--- src/rtl/regfile_wb_arbiter.sv ---
// Round-robin arbiter sharing the register file write port among N write-back
// requesters; registered WA/WD/WERF drive the register file directly.
module regfile_wb_arbiter #(
    parameter int N                = 4,
    parameter int ADDR_W           = 5,
    parameter int DATA_W           = 32,
    parameter int ZERO_REG_PROTECT = 1,
    parameter int CNT_W            = 16
) (
    input  logic                   clk,
    input  logic                   rst_n,
    input  logic [N-1:0]           req_valid,
    input  logic [N*ADDR_W-1:0]    req_addr,
    input  logic [N*DATA_W-1:0]    req_data,
    output logic [N-1:0]           req_ready,
    input  logic                   wb_stall,
    output logic [ADDR_W-1:0]      WA,
    output logic [DATA_W-1:0]      WD,
    output logic                   WERF,
    output logic [$clog2(N)-1:0]   grant_id,
    output logic [CNT_W-1:0]       conflict_cnt
);

    localparam int IDW = $clog2(N);

    logic [IDW-1:0]    r_rr_ptr;
    logic [ADDR_W-1:0] r_wa;
    logic [DATA_W-1:0] r_wd;
    logic              r_werf;
    logic [IDW-1:0]    r_grant_id;
    logic [CNT_W-1:0]  r_cnt;

    logic              w_found;
    logic [IDW-1:0]    w_gidx;
    logic [IDW:0]      w_sum;
    logic [N-1:0]      w_ready;
    logic [ADDR_W-1:0] w_addr;
    logic [DATA_W-1:0] w_data;
    logic [IDW-1:0]    w_next_ptr;
    logic              w_multi;
    logic              w_block_zero;

    // Handshake: requester i transfers on the edge where req_valid[i] & req_ready[i];
    // req_ready is a combinational one-hot that never depends on itself, is 0 in
    // reset or stall, and the requester must hold valid/addr/data until accepted.
    always_comb begin
        w_found = 1'b0;
        w_gidx  = '0;
        w_sum   = '0;
        for (int k = 0; k < N; k++) begin
            w_sum = {1'b0, r_rr_ptr} + (IDW+1)'(k);
            if (w_sum >= (IDW+1)'(N)) begin
                w_sum = w_sum - (IDW+1)'(N);
            end
            if (!w_found && req_valid[w_sum[IDW-1:0]]) begin
                w_found = 1'b1;
                w_gidx  = w_sum[IDW-1:0];
            end
        end
        if (wb_stall || !rst_n) begin
            w_found = 1'b0;
        end
    end

    always_comb begin
        w_ready = '0;
        if (w_found) begin
            w_ready[w_gidx] = 1'b1;
        end
    end

    assign req_ready    = w_ready;
    assign w_addr       = req_addr[w_gidx*ADDR_W +: ADDR_W];
    assign w_data       = req_data[w_gidx*DATA_W +: DATA_W];
    assign w_next_ptr   = (w_gidx == IDW'(N-1)) ? '0 : w_gidx + IDW'(1);
    assign w_multi      = ($countones(req_valid) > 1);
    // Writes to r0 still complete the handshake so the requester is released.
    assign w_block_zero = (ZERO_REG_PROTECT != 0) && (w_addr == '0);

    always_ff @(posedge clk or negedge rst_n) begin
        if (!rst_n) begin
            r_rr_ptr   <= '0;
            r_wa       <= '0;
            r_wd       <= '0;
            r_werf     <= 1'b0;
            r_grant_id <= '0;
            r_cnt      <= '0;
        end else begin
            if (w_found) begin
                r_wa       <= w_addr;
                r_wd       <= w_data;
                r_grant_id <= w_gidx;
                r_werf     <= !w_block_zero;
                r_rr_ptr   <= w_next_ptr;
            end else begin
                r_werf     <= 1'b0;
            end
            if (w_multi && !wb_stall && (r_cnt != '1)) begin
                r_cnt <= r_cnt + CNT_W'(1);
            end
        end
    end

    assign WA           = r_wa;
    assign WD           = r_wd;
    assign WERF         = r_werf;
    assign grant_id     = r_grant_id;
    assign conflict_cnt = r_cnt;

endmodule

--- config.mk ---
export PLATFORM = sky130hd
export DESIGN_NAME = regfile_wb_arbiter
export DESIGN_NICKNAME = d
export VERILOG_FILES = /design/src/rtl/regfile_wb_arbiter.sv
export SDC_FILE = /design/constraint.sdc
export NUM_CORES = 1
export LEC_CHECK = 0
export BUFFER_PORTS_ARGS = -buffer_cell sky130_fd_sc_hd__buf_4
export CAP_MARGIN = 10
export CORE_MARGIN = 10
export CORE_UTILIZATION = 50
export CTS_BUF_LIST = sky130_fd_sc_hd__clkbuf_2 sky130_fd_sc_hd__clkbuf_4 sky130_fd_sc_hd__clkbuf_8
export CTS_CLUSTER_DIAMETER = 30
export DETAILED_ROUTE_END_ITERATION = 10
export PLACE_DENSITY = 0.88
export SLEW_MARGIN = 5
export SYNTH_ARGS = -nofsm -noshare
export SYNTH_HDL_FRONTEND = slang
export SYNTH_SLANG_ARGS = --single-unit
--- constraint.sdc ---
create_clock -name clk -period 3.1 [get_ports clk]
set_input_delay 0.62 -clock clk [delete_from_list [all_inputs] [get_ports clk]]
set_output_delay 0.62 -clock clk [all_outputs]
set_load 0.02 [all_outputs]
==> impl_metrics.tcl <==
set metrics [dict create \
    synth_edf_count 0 \
    synth_top_family_by_area "multiplexers" \
    fin_crit_sh_pct 85.04 \
    clkSlewWorstSetupHoldPaths_ns 0.07 \
    dp_hpwl_um 10030 \
    synth.distinct_cells 45 \
    post_dp_cell_area_um2 5384 \
    h-tree-depth 3 \
    die-area_um2 11450 \
    synth-main-ff-cell "dfrtp_1" \
    drtIter0Drc 57 \
    cts_tree "yes" \
    clockBufferDepth 2 \
    netlist_instances 355 \
    dr.pass1.iters 4 \
    syn2layout_area_growth_pct 48.54 \
    hold_path_class "input port to async pin" \
    clock_sinks 58 \
    rr_worst_depth 7 \
    holdBufCountCts 0 \
    final_common_cell "buf_4" \
    stdcell_area_um2 5620 \
    placementRows 31 \
    antenna_found_initial 0 \
    crit_family "flip-flops" \
    crit_chain "nor2b_1 > o21ai_1 > o211a_2 > buf_4 > ha_1 > and2_1 > buf_4" \
    grt_pass1_vias 3719 \
    hold_viol_final 0 \
    period_minus_slack_ns 2.636 \
    start_util_pct 51.89 \
    fmax_ghz 0.3794 \
    mostFrequentLayoutCells "buf_4 (219), mux2i_1 (70), dfrtp_1 (58)" \
    netlist_area_um2 3784 \
    post_cts_resized 0 \
    place_ws_ns 0.5221 \
    cts_setup_buffers 0 \
    ioPinCount 215 \
    rrSetupSlack_ns 0.82 \
    power_density_nw_per_um2 649.2 \
    crit_arrival_ns 2.02 \
    numCtsBuffers 9 \
    worstMarginPinSlew_ns 0.6093 \
    synth_nets 516 \
    p_leak_nw 2.883 \
    crit_fanout 22 \
    synth-seq-area-share_pct 38.36 \
    wl_um 12270 \
    worst_path_largest_cell_delay_ns 0.44 \
    die-height_um 107.0 \
    cp_common_cell "buf_4" \
    drive_gt1_share_pct 50.79 \
    clock_latency_ns 0.33 \
    status "finished clean" \
    relSlewSlack_pct 59.38 \
    die_w_um 107.0 \
    yosys_register_bits 58 \
    gp_congestion 0.8942 \
    ant_nets 0 \
    drc_errors 0 \
    worst-path-buf-inv 2 \
    worst_slack_ns 0.4639 \
    syn_area_per_cell_um2 10.66 \
    finalMaxSlewViolations 0 \
    grt_pass1_wl_um 18980 \
    rr_endpoint "WERF$_DFF_PN0_" \
    crit_path_end_kind "primary output" \
    dr_total_vias 3437 \
    skew_ns 0.009271 \
    reg2reg_from "r_rr_ptr[1]$_DFFE_PN0P_" \
    fin_tns_setup_ns 0 \
    grt-ovfl-total 0 \
    coreArea_um2 7292 \
    rsz0062_at_grt "false" \
    synth_xor_area_share_pct 3.241 \
    nets 725 \
    via_per_inst 5.145 \
    gr-usage-all-layers_pct 20.62 \
    utilization_pct 77.08 \
    crit_required_ns 2.48 \
    synthArstFlopShare_pct 100.0 \
    grt_max_degree 77 \
    critPathSlowestCell "dfrtp_1" \
    yosysWarnings 0 \
    power_mw 3.649 \
    portBuffers 214 \
    yosys.area_share.simple_pct 10.35 \
    root_buffer "clkbuf_8" \
    start_kind "flop" \
    maxCapViolCount 0 \
    finalSetupViolCount 0 \
    worst_ir_drop_vdd_mv 0.5958 \
    synthAdderAreaFrac_pct 2.183 \
    n_antenna_cell 0 \
    synth_compound_area_share_pct 11.11 \
    critPathKind "flop to primary output" \
    synthMuxAreaShare_pct 29.23 \
    wl_per_cell_um 18.36 \
]
-- routing by layer --
metal / wire length, um / track usage (%) / share of wire [%] / up-vias
met1: 4842 / 21.88 / 39 / 1607
met4: 211 / 6.383 / 1.7 / 0
met3: 970 / 8.024 / 7.9 / 12
met2: 6240 / 36.83 / 51 / 138
met5: 0 / 0 / 0 / -
li1: - / - / - / 1680
-- where the power goes --
part / internal [mW] / total (mW) / leakage, nW / switching (mW)
logic: 0.840 / 1.71 / 2.03 / 0.875
registers: 0.953 / 1.10 / 0.727 / 0.151
clock network: 0.539 / 0.830 / 0.123 / 0.291
-- registers in the layout, indices dropped and copies added (netlist names) --
register      cells
WD               32
r_rr_ptr          2
WA                5
conflict_cnt     16
WERF              1
grant_id          2
-- cells by family after synthesis --
family | after synthesis
AO/OA/AOI/OAI | 60
XOR/XNOR | 14
adder cells (fa/ha/maj) | 6
buffers and inverters | 27
flip-flops | 58
multiplexers | 106
AND/OR/NAND/NOR | 84
-- synthesized netlist by cell type (2+ instances only) --
cell type	count	area (um^2)
a211oi_1	4	30.03
a21boi_0	4	30.03
a21oi_1	4	20.02
and2_1	5	31.28
and3_1	3	18.77
and3b_1	2	17.52
buf_12	5	100.1
buf_2	3	15.01
buf_6	2	22.52
clkbuf_1	10	37.54
clkbuf_4	2	15.01
dfrtp_1	58	1451
ha_1	5	62.56
inv_1	4	15.01
mux2_2	35	394.1
mux2i_1	70	700.7
nand2_1	47	176.4
nand3_1	6	30.03
nand3b_1	2	15.01
nor2_1	10	37.54
o21ai_1	25	125.1
o21ai_2	13	113.9
o31ai_1	2	15.01
xnor2_1	5	43.79
xor2_1	9	78.83
-- per-stage QoR --
step	instances	hold WS, ns
2_1_floorplan	355	0.3244
3_3_place_gp	652	0.4623
3_5_place_dp	652	0.4720
4_1_cts	668	0.1421
5_1_grt	668	0.1491
6_report	668	0.1505
-- layout make-up --
type / instances / area [um^2]
Inverter: 5 / 18.77
Multi-Input combinational cell: 270 / 2126
Timing Repair Buffer: 220 / 1664
Clock inverter: 6 / 105.1
Fill cell: 515 / 1672
Sequential cell: 58 / 1451
Clock buffer: 10 / 131.4
Tap cell: 99 / 123.9
-- worst register-to-register path: stages (launching register included) --
cell	delay, ns
dfrtp_1	0.44
and3b_1	0.21
o21ai_2	0.20
and2_4	0.22
buf_4	0.49
a211oi_1	0.21
o22a_1	0.24
a41oi_1	0.20
-- worst max-delay path by stage --
stage	from	to	slack, ns	depth (start not counted)
floorplan	req_valid[1]	req_ready[1]	0.60	9
global placement	req_valid[0]	req_ready[3]	0.61	5
detailed placement	req_valid[0]	conflict_cnt[15]$_DFFE_PN0P_	0.52	8
CTS	r_rr_ptr[1]$_DFFE_PN0P_	req_ready[3]	0.45	7
global route	r_rr_ptr[1]$_DFFE_PN0P_	req_ready[1]	0.32	7
finish	r_rr_ptr[1]$_DFFE_PN0P_	req_ready[3]	0.46	7
(Power assumes the default switching activity.)
